`config.mk`:
```
export PLATFORM = sky130hd
export DESIGN_NAME = div_unit
export DESIGN_NICKNAME = d
export VERILOG_FILES = /design/src/rtl/div_pkg.sv /design/src/rtl/div_step.sv /design/src/rtl/div_unit.sv
export SDC_FILE = /design/constraint.sdc
export NUM_CORES = 1
export LEC_CHECK = 0
export ABC_AREA = 1
export BUFFER_PORTS_ARGS = -buffer_cell sky130_fd_sc_hd__buf_4
export CAP_MARGIN = 15
export CORE_ASPECT_RATIO = 0.6
export CORE_MARGIN = 4
export CORE_UTILIZATION = 45
export DETAILED_ROUTE_END_ITERATION = 6
export GPL_ROUTABILITY_DRIVEN = 1
export HOLD_SLACK_MARGIN = 0.12
export PLACE_DENSITY_LB_ADDON = 0.15
export SETUP_SLACK_MARGIN = 0.02
export SLEW_MARGIN = 0
export SYNTH_ARGS = -nofsm -noshare
export SYNTH_HDL_FRONTEND = slang
export SYNTH_SLANG_ARGS = --single-unit
```
`constraint.sdc`:
```
create_clock -name clk -period 6.04 [get_ports clk]
set_input_delay 0.604 -clock clk [delete_from_list [all_inputs] [get_ports clk]]
set_output_delay 0.604 -clock clk [all_outputs]
set_load 0.03 [all_outputs]
```
`src/rtl/div_pkg.sv`:
```
// -----------------------------------------------------------------------------
// div_pkg
// Shared definitions for the multi-cycle DIV/DIVU unit that sits beside EX.
//   - DIV_DATA_W : default operand width
//   - IDLE / BY_ZERO / ON / END : divider FSM state encodings
//   - EXE_DIV_OP / EXE_DIVU_OP : EX aluop codes that select the divider
//   - is_div_aluop() : true when an aluop routes through the divider
// -----------------------------------------------------------------------------
package div_pkg;

    localparam int DIV_DATA_W = 32;

    // Divider FSM state encodings
    localparam logic [1:0] IDLE    = 2'b00;
    localparam logic [1:0] BY_ZERO = 2'b01;
    localparam logic [1:0] ON      = 2'b10;
    localparam logic [1:0] END     = 2'b11;

    // EX aluop codes served by the divider
    localparam logic [7:0] EXE_DIV_OP  = 8'b00011010;
    localparam logic [7:0] EXE_DIVU_OP = 8'b00011011;

    function automatic logic is_div_aluop(input logic [7:0] aluop);
        return (aluop == EXE_DIV_OP) || (aluop == EXE_DIVU_OP);
    endfunction

endpackage

```
`src/rtl/div_step.sv`:
```
// -----------------------------------------------------------------------------
// div_step
// One combinational restoring-division iteration.
//   rem          : partial remainder (always < divisor on entry)
//   divisor      : divisor magnitude
//   dividend_bit : next dividend bit shifted into the partial remainder
//   rem_next     : partial remainder after this iteration
//   q_bit        : quotient bit produced by this iteration
// -----------------------------------------------------------------------------
module div_step #(
    parameter int DATA_W = 32
) (
    input  logic [DATA_W-1:0] rem,
    input  logic [DATA_W-1:0] divisor,
    input  logic              dividend_bit,
    output logic [DATA_W-1:0] rem_next,
    output logic              q_bit
);

    logic [DATA_W-1:0] low_s;
    logic [DATA_W:0]   sub_s;

    // Trial subtract of the divisor from {rem, dividend_bit}, restore on borrow.
    // The shifted-out top bit of rem means the partial value is >= 2^DATA_W and
    // therefore always exceeds the divisor; the true difference is then < divisor,
    // so the low DATA_W bits of the wrapped subtract are exact.
    always_comb begin
        low_s = {rem[DATA_W-2:0], dividend_bit};
        sub_s = {1'b0, low_s} - {1'b0, divisor};
        q_bit = rem[DATA_W-1] | ~sub_s[DATA_W];
        if (q_bit) begin
            rem_next = sub_s[DATA_W-1:0];
        end else begin
            rem_next = low_s;
        end
    end

endmodule

```
`src/rtl/div_unit.sv`:
```
// -----------------------------------------------------------------------------
// div_unit
// Multi-cycle radix-2 restoring divider for DIV (signed) and DIVU (unsigned).
// EX holds div_start until div_ready, then takes {remainder, quotient}.
//   clk         : pipeline clock
//   reset       : synchronous active-high reset
//   div_start   : request, held by EX until div_ready
//   div_signed  : 1 = DIV, 0 = DIVU (sampled with start)
//   div_opdata1 : dividend (sampled with start)
//   div_opdata2 : divisor  (sampled with start)
//   div_annul   : cancel current operation; wins over start
//   div_result  : {remainder (HI), quotient (LO)}, zero unless div_ready
//   div_ready   : result valid
// Build option: define DIV_EARLY_EXIT_EN to finish in two cycles whenever
// |dividend| < |divisor| (quotient 0, remainder = dividend).
// -----------------------------------------------------------------------------
module div_unit
    import div_pkg::*;
#(
    parameter int DATA_W = DIV_DATA_W,
    parameter int CNT_W  = 6
) (
    input  logic                clk,
    input  logic                reset,
    input  logic                div_start,
    input  logic                div_signed,
    input  logic [DATA_W-1:0]   div_opdata1,
    input  logic [DATA_W-1:0]   div_opdata2,
    input  logic                div_annul,
    output logic [2*DATA_W-1:0] div_result,
    output logic                div_ready
);

    localparam logic [CNT_W-1:0]  CNT_ONE  = {{(CNT_W-1){1'b0}}, 1'b1};
    localparam logic [CNT_W-1:0]  CNT_LAST = CNT_W'(DATA_W-1);
    localparam logic [DATA_W-1:0] ZERO_W   = {DATA_W{1'b0}};

    logic [1:0]          state_r;
    logic [CNT_W-1:0]    cnt_r;
    logic [DATA_W-1:0]   dividend_r;
    logic [DATA_W-1:0]   divisor_r;
    logic [DATA_W-1:0]   rem_r;
    logic [DATA_W-1:0]   quot_r;
    logic                neg_quot_r;
    logic                neg_rem_r;
    logic                ready_r;
    logic [2*DATA_W-1:0] result_r;

    logic [DATA_W-1:0]   abs1_s;
    logic [DATA_W-1:0]   abs2_s;
    logic [DATA_W-1:0]   rem_next_s;
    logic                q_bit_s;
    logic [DATA_W-1:0]   quot_next_s;
    logic                last_step_s;
    logic                out_valid_s;

    function automatic logic [DATA_W-1:0] magnitude(input logic [DATA_W-1:0] value,
                                                    input logic              is_signed);
        if (is_signed && value[DATA_W-1]) begin
            return ZERO_W - value;
        end else begin
            return value;
        end
    endfunction

    div_step #(
        .DATA_W (DATA_W)
    ) u_step (
        .rem          (rem_r),
        .divisor      (divisor_r),
        .dividend_bit (dividend_r[DATA_W-1]),
        .rem_next     (rem_next_s),
        .q_bit        (q_bit_s)
    );

    // Operand magnitudes, next quotient and output-valid decode.
    always_comb begin
        abs1_s      = magnitude(div_opdata1, div_signed);
        abs2_s      = magnitude(div_opdata2, div_signed);
        quot_next_s = {quot_r[DATA_W-2:0], q_bit_s};
        last_step_s = (cnt_r == CNT_LAST);
        out_valid_s = (state_r == END) && div_start && !div_annul;
    end

    // Divider FSM and datapath registers.
    always_ff @(posedge clk) begin
        if (reset) begin
            state_r    <= IDLE;
            cnt_r      <= {CNT_W{1'b0}};
            dividend_r <= ZERO_W;
            divisor_r  <= ZERO_W;
            rem_r      <= ZERO_W;
            quot_r     <= ZERO_W;
            neg_quot_r <= 1'b0;
            neg_rem_r  <= 1'b0;
        end else begin
            case (state_r)
                IDLE: begin
                    if (div_start && !div_annul) begin
                        neg_quot_r <= div_signed & (div_opdata1[DATA_W-1] ^ div_opdata2[DATA_W-1]);
                        neg_rem_r  <= div_signed & div_opdata1[DATA_W-1];
                        dividend_r <= abs1_s;
                        divisor_r  <= abs2_s;
                        cnt_r      <= {CNT_W{1'b0}};
                        rem_r      <= ZERO_W;
                        quot_r     <= ZERO_W;
                        // BY_ZERO is the one-cycle short path: it just carries
                        // the preloaded rem_r/quot_r through to END.
                        if (div_opdata2 == ZERO_W) begin
                            state_r <= BY_ZERO;
`ifdef DIV_EARLY_EXIT_EN
                        end else if (abs1_s < abs2_s) begin
                            state_r <= BY_ZERO;
                            rem_r   <= div_opdata1;
`endif
                        end else begin
                            state_r <= ON;
                        end
                    end else begin
                        state_r <= IDLE;
                    end
                end
                BY_ZERO: begin
                    if (div_annul) begin
                        state_r <= IDLE;
                    end else begin
                        state_r <= END;
                    end
                end
                ON: begin
                    if (div_annul) begin
                        state_r <= IDLE;
                    end else begin
                        dividend_r <= {dividend_r[DATA_W-2:0], 1'b0};
                        cnt_r      <= cnt_r + CNT_ONE;
                        if (last_step_s) begin
                            // Apply signs once the magnitudes are final.
                            quot_r  <= neg_quot_r ? (ZERO_W - quot_next_s) : quot_next_s;
                            rem_r   <= neg_rem_r  ? (ZERO_W - rem_next_s)  : rem_next_s;
                            state_r <= END;
                        end else begin
                            quot_r  <= quot_next_s;
                            rem_r   <= rem_next_s;
                            state_r <= ON;
                        end
                    end
                end
                END: begin
                    if (div_annul || !div_start) begin
                        state_r <= IDLE;
                    end else begin
                        state_r <= END;
                    end
                end
                default: begin
                    state_r <= IDLE;
                end
            endcase
        end
    end

    // Registered handshake outputs: non-zero only while EX is waiting in END.
    always_ff @(posedge clk) begin
        if (reset) begin
            ready_r  <= 1'b0;
            result_r <= {(2*DATA_W){1'b0}};
        end else if (out_valid_s) begin
            ready_r  <= 1'b1;
            result_r <= {rem_r, quot_r};
        end else begin
            ready_r  <= 1'b0;
            result_r <= {(2*DATA_W){1'b0}};
        end
    end

    assign div_ready  = ready_r;
    assign div_result = result_r;

endmodule

```
### After elaboration in Yosys (flattened, before gate mapping)

Cells that the tools add are included.

* flip-flop bits (word level): 203
* input port bits: 69
* output and inout port bits: 65
* logic and storage cells: 68

* $add $sub $neg: 6
* equal/unequal tests: 6
* multiplexer cells: 26
* bitwise operators: 6
* reductions and logical operators: 14

Operators with widths (number)
* $mux 32: 12
* $pmux 32 s2: 3
* $sub 1x32->32 const A: 4
* $sub 32x32->33: 1
* $logic_not 32->1: 1
* $mux 6: 2
* $pmux 6 s2: 1
* $mux 2: 5
* $pmux 2 s4: 1
* $add 6x1->6 const B: 1
* $eq 6x5->1 const B: 1
* $logic_and 1x1->1: 5
* $eq 2x2->1 const B: 2
* $ne 2x2->1 const B: 2
* $reduce_and 3->1: 1
* $and 1x1->1: 2
* $eq 2x1->1 const B: 1
* $logic_not 1->1: 2
* $logic_not 2->1: 1
* $mux 1: 2
* $not 1->1: 2
* $reduce_and 2->1: 1
* $reduce_bool 2->1: 1
* $reduce_or 2->1: 1
* other kinds (3): 3

### Longest topological paths before layout

Gate-level depths: netlist (run 1).

* word-level depth: 9
* mapped depth: 31
* gate-level depth less buffers: 28

### Hierarchy

From an unflattened synthesis (run 1), not the netlist that was laid out.

* cell total of the unflattened synthesis: 2219
* area, all modules: 13369.1 µm²

Modules (own cells, without submodules)
* div_unit: times used 1, cells an instance 1547, area each 10239.8 µm², seq. area each 4063.9 µm²
* div_step: times used 1, cells an instance 672, area each 3129.3 µm², seq. area each 0.0 µm²

### Worst setup path before layout (run 1)

No wires, ideal clock.

* path type: flip-flop to flip-flop
* start: reg divisor_r[7]
* end: reg quot_r[30]
* library setup time: 132 ps
* data arrival time: 3548 ps
* data required time: 5908 ps
* setup slack: 2360 ps
* cell stages (with the launch flop): 30
* path buffers: 3
* period minus slack after synthesis: 3680 ps
* path through: dfxtp_1 > inv_1 > ha_1 > nand2_2 > inv_1 > a21oi_2 > nand2_1 > nand2_1 > nand2_2 > nand2_4 > nand2_4 > buf_8 > inv_4 > buf_6 > buf_6 > ha_1 > nand2_1 > nor2_1 > nand3_1 > nor3_2 > nand3_1 > nor4_2 > nand2_1 > nand2_1 > nand2_1 > nor2_1 > o21ai_0 > xor2_1 > nand2_1 > a21oi_1

* longest elaborated chain between the ends: 8

RTL lines
* start, declared: RTL line div_unit.sv:41 `logic [DATA_W-1:0] divisor_r;`
* start signal, assigned: RTL line div_unit.sv:103 `divisor_r <= abs2_s;`
* $sub 32x32->33: RTL line div_step.sv:29 `sub_s = {1'b0, low_s} - {1'b0, divisor};`
* $not 1->1: RTL line div_step.sv:30 `q_bit = rem[DATA_W-1] | ~sub_s[DATA_W];`
* $or 1x1->1: RTL line div_step.sv:30
* $sub 1x32->32: RTL line div_unit.sv:138 `quot_r <= neg_quot_r ? (ZERO_W - quot_next_s) : quot_next_s;`
* $mux 32: RTL line div_unit.sv:138
* $mux 32: RTL line div_unit.sv:136 `if (last_step_s) begin`
* $mux 32: RTL line div_unit.sv:131 `if (div_annul) begin`
* $pmux 32 s2: RTL line div_unit.sv:97 `case (state_r)`
* end signal, assigned: RTL line div_unit.sv:138
* end signal, assigned: RTL line div_unit.sv:142 `quot_r <= quot_next_s;`
* end, declared: RTL line div_unit.sv:43 `logic [DATA_W-1:0] quot_r;`

Every way passes these cells. The select of a mux whose other input is x is not followed.
A chain may end at the register's enable or synchronous reset.

### Worst setup path in the final report (run 1)

* start: reg divisor_r[19]
* end: reg quot_r[30]

The elaborated chain is that of the path after synthesis.

==> results of run 1 <==
[synth_stat cells, types with 18 or more instances]
cell type,instances,share of area (%)
dfxtp_1,203,31
xor2_1,33,2.2
o21ai_0,115,4.5
nor2_1,241,7.0
a21oi_1,176,6.8
nand3_1,165,6.4
inv_1,296,8.6
clkbuf_1,57,1.7
nor3_1,31,1.2
nand2_1,542,16
o22ai_1,18,0.87
ha_1,37,3.6
[logic make-up after synthesis]
kind of cell               after synthesis  synth area share (%)
AOI/OAI and AO/OA                      351                 14.74
xor gates and xnor gates                47                 3.185
adders and majority gates               38                 3.737
buffers and inverters                  381                 11.65
DFF                                    203                 31.45
and+or+nand+nor                       1063                 35.24
[layout make-up]
| cell class | count | area (µm²) | share of cell area [%] |
|---|---|---|---|
| Clock buffer | 29 | 648.1 | 4.329 |
| Inverter | 306 | 1151 | 7.688 |
| Clock inverter | 11 | 162.7 | 1.086 |
| Multi-Input combinational cell | 1499 | 7377 | 49.27 |
| Sequential cell | 203 | 4064 | 27.14 |
| Tap cell | 367 | 459.2 | 3.067 |
| Timing Repair Buffer | 148 | 1111 | 7.420 |
[worst register-to-register path, cell delays in order, from the launching register on]
cell	delay, ns
dfxtp_1	0.31
inv_1	0.06
ha_1	0.38
nand2_1	0.15
inv_1	0.05
nand2_1	0.06
nand2_1	0.08
nand2_1	0.06
nand2_1	0.07
a21oi_2	0.65
nand2_4	0.11
inv_4	0.26
ha_1	0.25
nand2_1	0.06
nor2_1	0.18
nand3_1	0.18
nor3_2	0.24
nand3_1	0.26
nor4_2	0.38
nand2_1	0.16
nand2_1	0.14
nand2_1	0.08
nor2_1	0.15
o21ai_0	0.13
xor2_1	0.17
nand2_1	0.06
a21oi_1	0.07
[path summary, 6_finish.rpt]
path	from	end	slack [ns]	cells after the start
max	divisor_r[19]$_SDFFE_PP0P_	quot_r[30]$_SDFFE_PP0P_	1.17	26
min reg2reg	quot_r[31]$_SDFFE_PP0P_	div_result[31]$_SDFF_PP0_	0.45	2
min	div_opdata1[0]	dividend_r[0]$_SDFFE_PP0P_	0.36	3
max reg2reg	divisor_r[19]$_SDFFE_PP0P_	quot_r[30]$_SDFFE_PP0P_	1.17	26
[power by group]
part	total, mW	internal, mW	switching (mW)
Combinational	0.825	0.258	0.567
Clock	1.52	0.927	0.589
Sequential	1.39	1.37	0.0147
[routing by layer]
| metal | vias to the layer above | wire [µm] |
|---|---|---|
| li1 | 6841 | - |
| met4 | 0 | 544 |
| met2 | 500 | 16380 |
| met5 | - | 0 |
| met1 | 6174 | 22370 |
| met3 | 41 | 4301 |
[through the flow]
stage / std cells / util, % / hold slack, ns
floorplan: 2083 / - / 0.4084
global placement: 2523 / 50.70 / 0.4417
detailed placement: 2523 / 50.70 / 0.4388
CTS: 2563 / 53.60 / 0.3472
global route: 2563 / 53.60 / 0.3757
finish: 2563 / 53.60 / 0.3598
[registers in the layout, indices dropped and copies added (netlist names)]
| name | cells |
|---|---|
| cnt_r | 6 |
| div_ready | 1 |
| div_result | 64 |
| dividend_r | 32 |
| divisor_r | 32 |
| neg_quot_r | 1 |
| neg_rem_r | 1 |
| quot_r | 32 |
| rem_r | 32 |
| state_r | 2 |
==> impl_metrics.env, run 1 <==
export IMPL_outcome="finished clean"
export IMPL_fin_tns_setup_ns=0
export IMPL_finalHoldViolCount=0
export IMPL_final_setup_viol_count=0
export IMPL_die_y_um=139.3
export IMPL_crit_type="reg2reg"
export IMPL_fin_skew_ns=0.01712
export IMPL_synth_fp_nets=2190
export IMPL_crit_buf_inv=3
export IMPL_via_per_inst=5.289
export IMPL_syn_to_final_growth_pct=15.86
export IMPL_grtUsageMet2_pct=35.02
export IMPL_grtUsageMet3_pct=6.967
export IMPL_root_buffer="clkbuf_16"
export IMPL_fill_cells=2857
export IMPL_critPathMaxFanout=20
export IMPL_coreArea_um2=27930
export IMPL_cts_tree="built"
export IMPL_power_mw=3.728
export IMPL_vias=13556
export IMPL_cts_reportedPaths_clkPinSlew_ns=0.07
export IMPL_cts_resized=0
export IMPL_finalWorstSetupSlack_ns=1.168
export IMPL_routedWlPerCell_um=17.01
export IMPL_drtPass1Iterations=6
export IMPL_fp_row_count=47
export IMPL_ys_seq_area_share_pct=31.45
export IMPL_leakage_nw=7.253
export IMPL_fin_crit_sh_pct=80.66
export IMPL_grt_ovfl_total=0
export IMPL_finalMaxSlewViolations=0
export IMPL_cts_sinks=203
export IMPL_grt_antenna_before_repair=0
export IMPL_final_area_um2=14970
export IMPL_die_x_um=226.8
export IMPL_cts_inserted_buffers=22
export IMPL_slowest_stage="a21oi_2"
export IMPL_grtUsageTotal_pct=26.89
export IMPL_ys_seq_elements=203
export IMPL_power_density_nw_per_um2=249.0
export IMPL_peakVddDrop_v=0.0001581
export IMPL_synth_flop_cell="dfxtp_1"
export IMPL_grt_max_degree=75
export IMPL_cp_arrival_ns=5.26
export IMPL_clk_path_buf_depth=3
export IMPL_relSlewSlack_pct=36.06
export IMPL_dp_slack_ns=1.457
export IMPL_holdBufCountCts=0
export IMPL_top_usage_layer="met1"
export IMPL_final_common_cell="nand2_1"
export IMPL_grt_first_pass_wirelength_um=67690
export IMPL_synth_avg_cell_area_um2=6.204
export IMPL_die_area_um2=31580
export IMPL_tightest_slew_ns=0.9590
export IMPL_synthDistinctLibCells=54
export IMPL_layout_drive_gt1_share_pct=11.34
export IMPL_cp_start_kind="flop"
export IMPL_critPathRequiredTime_ns=6.43
export IMPL_synthCells=2083
export IMPL_hp_class="in2reg"
export IMPL_ant_nets=0
export IMPL_yosys_warnings=0
export IMPL_critPathMaxStageDelay_ns=0.65
export IMPL_port_buffer_count=133
export IMPL_rsz0062_at_grt="no"
export IMPL_critPathMostFrequentCell="nand2_1"
export IMPL_insertion_delay_ns=0.53
export IMPL_drv_cap=0
export IMPL_placed_area_um2=14160
export IMPL_synth_edf_count=0
export IMPL_drt_iter0_drc=1477
export IMPL_drc=0
export IMPL_final_nets=2287
export IMPL_syn_area_um2=12920
export IMPL_final_cell_mix="nand2_1 (541), inv_1 (296), nor2_1 (237)"
export IMPL_grt_pass1_vias=11752
export IMPL_cp_end_kind="flop"
export IMPL_async_reset_ff_share_pct=0
export IMPL_use_met1_pct=44.10
export IMPL_fmax_mhz=205.3
export IMPL_cts_htree_levels=1
export IMPL_post_route_min_period_ns=4.872
export IMPL_n_antenna_cell=0
export IMPL_ios=134
export IMPL_routed_wl_um=43590
export IMPL_cpLargestDelayFamily="simple AND/OR/NAND/NOR gates"
export IMPL_place_hpwl_um=33310
export IMPL_gp_congestion=1.004
export IMPL_cts_setup_buffers=0
export IMPL_start_util_pct=46.27
Power figures use the tool's default switching activity.
==> run 2, diff against run 1 <==
--- a/config.mk
+++ b/config.mk
@@ -5,7 +5,7 @@
 export SDC_FILE = /design/constraint.sdc
 export NUM_CORES = 1
 export LEC_CHECK = 0
-export ABC_AREA = 1
+export ABC_AREA = 0
 export BUFFER_PORTS_ARGS = -buffer_cell sky130_fd_sc_hd__buf_4
 export CAP_MARGIN = 15
 export CORE_ASPECT_RATIO = 0.6
==> constraint.sdc (replaced) <==
create_clock -name clk -period 4.4 [get_ports clk]
set_input_delay 0.44 -clock clk [delete_from_list [all_inputs] [get_ports clk]]
set_output_delay 0.44 -clock clk [all_outputs]
set_load 0.03 [all_outputs]
==> run 2 against run 1 <==
Against the previous run: sequential cell count is the same; die area is 5.7% lower; clock-buffer cell count down 2; sequential share of layout area about the same; non-clock buffer count is 105 higher; via count decreased by 11%; core utilization increased by 3.1 points; cell area up 0.24%; first-iteration DRC count is 25% lower; maximum frequency rose by 12%; clock power is 28% higher; critical endpoint is now rem_r[30]$_SDFFE_PP0P_; largest cell class unchanged.
==> impl_metrics.env, run 2 <==
export IMPL_switching_share_pct=29.19
export IMPL_grt_first_pass_wirelength_um=62070
export IMPL_p_sw_mw=1.394
export IMPL_start_util_pct=45.89
export IMPL_synthDistinctLibCells=88
export IMPL_fin_skew_ns=0.02705
export IMPL_fp_row_count=46
export IMPL_ios=134
export IMPL_die_y_um=135.3
export IMPL_finalMaxSlewViolations=0
export IMPL_via_per_inst=5.699
export IMPL_synth_edf_count=0
export IMPL_synth_top_area_cell="dfxtp_1"
export IMPL_critPathRequiredTime_ns=4.86
export IMPL_synth_avg_cell_area_um2=7.773
export IMPL_layout_drive_gt1_share_pct=19.85
export IMPL_synth_fp_nets=1670
export IMPL_grt_pass1_vias=11126
export IMPL_final_cell_mix="buf_4 (253), dfxtp_1 (200), nor2_1 (194)"
export IMPL_final_nets=1855
export IMPL_peakVddDrop_v=0.0002354
export IMPL_outcome="finished clean"
export IMPL_drc=0
export IMPL_syn_area_um2=12150
export IMPL_insertion_delay_ns=0.54
export IMPL_cp_start_kind="flop"
export IMPL_gp_congestion=0.9587
export IMPL_final_setup_viol_count=0
export IMPL_leakage_nw=6.276
export IMPL_synth_top_area_share_pct=33.45
export IMPL_fin_crit_sh_pct=99.21
export IMPL_largest_reg_flops=64
export IMPL_p_int_mw=3.382
export IMPL_cts_inserted_buffers=21
export IMPL_coreArea_um2=26480
export IMPL_cts_tree="built"
export IMPL_die_x_um=220.1
export IMPL_cts_sinks=203
export IMPL_die_area_um2=29780
export IMPL_synthCells=1563
export IMPL_routed_wl_um=39440
export IMPL_vias=12100
export IMPL_sequentialPowerShare_pct=39.9
export IMPL_place_hpwl_um=29510
export IMPL_fill_cells=2528
export IMPL_cp_end_kind="flop"
export IMPL_finalHoldViolCount=0
export IMPL_fmax_mhz=229.1
export IMPL_hp_class="in2reg"
export IMPL_ys_top_cells_by_area="dfxtp_1 (33%), nor2_1 (6.1%), xor2_1 (5.6%)"
export IMPL_tightest_slew_ns=0.9426
export IMPL_combPwrFrac_pct=19.4
export IMPL_grt_antenna_before_repair=0
export IMPL_syn_to_final_growth_pct=23.54
export IMPL_cts_reportedPaths_clkPinSlew_ns=0.07
export IMPL_power_density_nw_per_um2=318.2
export IMPL_yosys_top_cells_count="dfxtp_1 (203), nor2_1 (198), nand2_1 (132), a21oi_1 (129), o21ai_0 (91)"
export IMPL_routedWlPerCell_um=18.58
export IMPL_grtUsageTotal_pct=26.06
export IMPL_ys_seq_elements=203
export IMPL_ys_seq_area_share_pct=33.45
export IMPL_drv_cap=0
export IMPL_async_reset_ff_share_pct=0
export IMPL_relSlewSlack_pct=37.16
export IMPL_synth_flop_cell="dfxtp_1"
export IMPL_critPathMaxFanout=7
export IMPL_clk_path_buf_depth=3
export IMPL_synth_most_common_cell="dfxtp_1"
export IMPL_drt_iter0_drc=1114
export IMPL_grt_max_degree=78
export IMPL_rsz0062_at_grt="yes"
export IMPL_yosys_warnings=0
export IMPL_final_common_cell="buf_4"
export IMPL_ant_nets=0
export IMPL_fin_util_pct=56.69
export IMPL_power_share_clock_pct=40.7
export IMPL_cp_arrival_ns=4.83
export IMPL_port_buffer_count=133
export IMPL_root_buffer="clkbuf_16"
export IMPL_fin_tns_setup_ns=0
export IMPL_cts_htree_levels=1
export IMPL_post_route_min_period_ns=4.365
export IMPL_grt_ovfl_total=0
export IMPL_crit_type="reg2reg"
export IMPL_hold_slack_ns=0.1946
export IMPL_n_antenna_cell=0
export IMPL_drtPass1Iterations=6
-- run 2: cells by family after synthesis --
| family | Yosys count | share of synthesized area (%) |
|---|---|---|
| buffers and inverters | 146 | 4.675 |
| muxes | 9 | 0.7621 |
| xor gates and xnor gates | 135 | 9.732 |
| and+or+nand+nor | 586 | 23.53 |
| AOI/OAI and AO/OA | 446 | 23.87 |
| DFF | 203 | 33.45 |
| adders and majority gates | 38 | 3.975 |
-- run 2: path summary, 6_finish.rpt --
kind,startpoint,end,slack [ns],cells past startpoint
min,div_opdata2[0],divisor_r[0]$_SDFFE_PP0P_,0.19,3
max,rem_r[16]$_SDFFE_PP0P_,rem_r[30]$_SDFFE_PP0P_,0.03,17
max reg2reg,rem_r[16]$_SDFFE_PP0P_,rem_r[30]$_SDFFE_PP0P_,0.03,17
min reg2reg,dividend_r[1]$_SDFFE_PP0P_,dividend_r[1]$_SDFFE_PP0P_,0.46,2
-- run 2: per-stage QoR --
step / instance area, µm² / total power, mW / setup WS, ns / std cells
floorplan: 12210 / 2.505 / -0.5494 / 1563
global placement: 14150 / 2.827 / -0.02181 / 2079
detailed placement: 14150 / 2.830 / -0.1273 / 2079
CTS: 14900 / 4.770 / 0.03163 / 2118
global route: 15010 / 4.968 / -0.1536 / 2123
finish: 15010 / 4.776 / 0.03477 / 2123
-- run 2: layer usage --
metal  track usage, %  part of all wire (%)  up-vias
met5                0                     0        -
met1            42.62                    51     5713
met3            6.522                   9.4       36
met4            3.172                   1.2        0
li1                 -                     -     5953
met2            34.44                    38      398
-- run 2: critical path, stage by stage, from the launching register on --
cell and delay [ns]:
dfxtp_1 0.44, ha_1 0.29, a21oi_2 0.16, o21ai_1 0.14
a211oi_1 0.26, buf_4 0.16, o311ai_2 0.13, or2_4 0.34
o21ai_4 0.18, ha_4 0.17, nand2_1 0.05, or4_4 0.43
or4_4 0.58, a21boi_4 0.18, and4bb_1 0.23, nand4_1 0.13
and3_4 0.22, o31ai_2 0.19
-- run 2: final cells by class --
type	instances	area, µm²	share of cell area, %
clock inverters	11	150.1	1.000
flip-flops and latches	203	4068	27.10
repair buffers	253	1899	12.65
inverters	55	210.2	1.400
clock buffers	27	588.1	3.918
well taps	360	450.4	3.001
multi-input cells	1214	7644	50.93
-- run 2: timing repair --
| item | 4_1_cts | 5_1_grt |
|---|---|---|
| pin swaps | 2 | 9 |
| setup endpoints to repair | 7 | 9 |
| resized for setup | 3 | 16 |
| hold buffers | 0 | 0 |
| setup buffers | 1 | 6 |
-- run 2: power by group through the flow --
stage	Combinational [mW]	Sequential (mW)	Clock, mW
6_report	0.925	1.91	1.94
5_1_grt	1.01	1.91	2.05
4_1_cts	0.891	1.91	1.97
3_5_place_dp	0.882	1.95	0
3_3_place_gp	0.882	1.95	0
2_1_floorplan	0.564	1.94	0
==> run 3, diff against run 2 <==
--- a/config.mk
+++ b/config.mk
@@ -5,7 +5,7 @@
 export SDC_FILE = /design/constraint.sdc
 export NUM_CORES = 1
 export LEC_CHECK = 0
-export ABC_AREA = 0
+export ABC_AREA = 1
 export BUFFER_PORTS_ARGS = -buffer_cell sky130_fd_sc_hd__buf_4
 export CAP_MARGIN = 15
 export CORE_ASPECT_RATIO = 0.6
==> run 3 against run 2 <==
Against the previous run: sequential cell count unchanged; maximum frequency is 5.2% higher; sequential share of layout area decreased by 0.20 points; worst setup slack better by 0.22 ns; first-iteration DRC count rose by 21%; clock power is 9% higher; critical path type unchanged; critical endpoint is now quot_r[30]$_SDFFE_PP0P_; largest power group unchanged; global-route usage is 0.45 points lower.
==> impl_metrics.env, run 3 (synthesis results as in run 1) <==
export IMPL_outcome="finished clean"
export IMPL_power_mw=5.177
export IMPL_finalMaxSlewViolations=0
export IMPL_critPathMaxFanout=12
export IMPL_cts_sinks=203
export IMPL_crit_type="reg2reg"
export IMPL_die_area_um2=31580
export IMPL_final_nets=2298
export IMPL_grt_pass1_vias=11907
export IMPL_start_util_pct=46.27
export IMPL_clk_path_buf_depth=3
export IMPL_placed_area_um2=14210
export IMPL_via_per_inst=5.258
export IMPL_grt_max_degree=75
export IMPL_tightest_slew_ns=0.9699
export IMPL_post_route_min_period_ns=4.149
export IMPL_critPathRequiredTime_ns=4.77
export IMPL_die_y_um=139.3
export IMPL_die_x_um=226.8
export IMPL_cp_end_kind="flop"
export IMPL_root_buffer="clkbuf_16"
export IMPL_cts_reportedPaths_clkPinSlew_ns=0.07
export IMPL_peakVddDrop_v=0.0002759
export IMPL_cts_htree_levels=1
export IMPL_grt_ovfl_total=0
export IMPL_gp_congestion=1.046
export IMPL_critPathMostFrequentCell="nand2_1"
export IMPL_insertion_delay_ns=0.53
export IMPL_ios=134
export IMPL_port_buffer_count=133
export IMPL_hp_class="in2reg"
export IMPL_slowest_stage="dfxtp_1"
export IMPL_coreArea_um2=27930
export IMPL_final_common_cell="nand2_1"
export IMPL_relSlewSlack_pct=35.34
export IMPL_fp_row_count=47
export IMPL_final_setup_viol_count=0
export IMPL_power_density_nw_per_um2=342.6
export IMPL_worstReg2RegStart="rem_r[6]$_SDFFE_PP0P_"
export IMPL_n_antenna_cell=0
export IMPL_critPathMaxStageDelay_ns=0.46
export IMPL_finalWorstSetupSlack_ns=0.2508
export IMPL_cts_inserted_buffers=22
export IMPL_drt_iter0_drc=1349
export IMPL_leakage_nw=7.313
export IMPL_drc=0
export IMPL_grtUsageTotal_pct=25.60
export IMPL_grt_antenna_before_repair=0
export IMPL_cp_arrival_ns=4.51
export IMPL_grt_first_pass_wirelength_um=65380
export IMPL_ant_nets=0
export IMPL_worstHoldStart="div_opdata1[0]"
export IMPL_crit_path_start="rem_r[6]$_SDFFE_PP0P_"
export IMPL_fin_tns_setup_ns=0
export IMPL_layout_drive_gt1_share_pct=12.01
export IMPL_fin_util_pct=54.10
export IMPL_rsz0062_at_grt="no"
export IMPL_routedWlPerCell_um=16.25
export IMPL_final_cell_mix="nand2_1 (541), inv_1 (296), nor2_1 (235)"
export IMPL_cp_start_kind="flop"
export IMPL_dp_slack_ns=0.2100
export IMPL_final_area_um2=15110
export IMPL_fin_crit_sh_pct=94.30
export IMPL_largest_reg_flops=64
export IMPL_place_hpwl_um=32130
export IMPL_syn_to_final_growth_pct=16.92
export IMPL_fill_cells=2877
export IMPL_drv_cap=0
export IMPL_routed_wl_um=41830
export IMPL_finalHoldViolCount=0
export IMPL_vias=13533
export IMPL_fin_skew_ns=0.01280
export IMPL_drtPass1Iterations=5
export IMPL_cts_tree="built"
export IMPL_fmax_mhz=241.0
-- run 3: changes by cell type in the layout (fill, tap and decap cells not counted), moves of 18 or more --
cell      delta
inv_1      +243
xnor2_1     -44
o21ai_0     +30
buf_4       -94
a21oi_1     +52
nand2_1    +412
nand3_1    +143
a211oi_1    -50
a22oi_1     -31
and2_1      -68
or3_1       -28
xor2_1      -44
o22ai_1     +18
nor2_1      +41
-- run 3: per-layer routing --
metal,vias up,track usage [%],share of wire (%)
met5,-,0,0
met4,0,3.553,1.3
met3,44,6.609,10
met2,535,34.43,38
met1,6090,41.17,50
li1,6864,-,-
-- run 3: through the flow --
step                instances  hold WS, ns
finish                   2574       0.2209
global route             2574       0.2023
CTS                      2570       0.1920
detailed placement       2530       0.4564
global placement         2530       0.4434
floorplan                2083       0.4084
-- run 3: cell type report --
type / instances / area (µm²) / share of cell area, %
well taps: 367 / 459.2 / 3.039
clock buffers: 27 / 620.6 / 4.107
clock inverters: 13 / 205.2 / 1.358
inverters: 306 / 1151 / 7.618
repair buffers: 159 / 1194 / 7.899
flip-flops and latches: 203 / 4065 / 26.90
multi-input cells: 1499 / 7416 / 49.08
-- run 3: path summary, 6_finish.rpt --
path	to	slack (ns)	cells past startpoint
max	quot_r[30]$_SDFFE_PP0P_	0.25	25
max reg2reg	quot_r[30]$_SDFFE_PP0P_	0.25	25
min reg2reg	divisor_r[25]$_SDFFE_PP0P_	0.47	2
min	dividend_r[0]$_SDFFE_PP0P_	0.22	3
-- run 3: repair_timing --
item	CTS	global route
setup buffers	0	4
gates resized for setup	0	8
setup endpoints to repair	0	3
hold buffers	0	0
-- run 3: power by group --
part / internal, mW / switching, mW / total, mW
clock: 1.30 / 0.814 / 2.11
sequential: 1.88 / 0.0213 / 1.91
combinational: 0.365 / 0.791 / 1.16
-- run 3: critical path: cells and delay by family (launching register included) --
family	cells	cell delay (ns)
compound gates	3	0.30
flops	1	0.46
simple gates	17	2.37
buf+inv	2	0.15
xor+xnor	1	0.16
fa+ha+maj	2	0.51
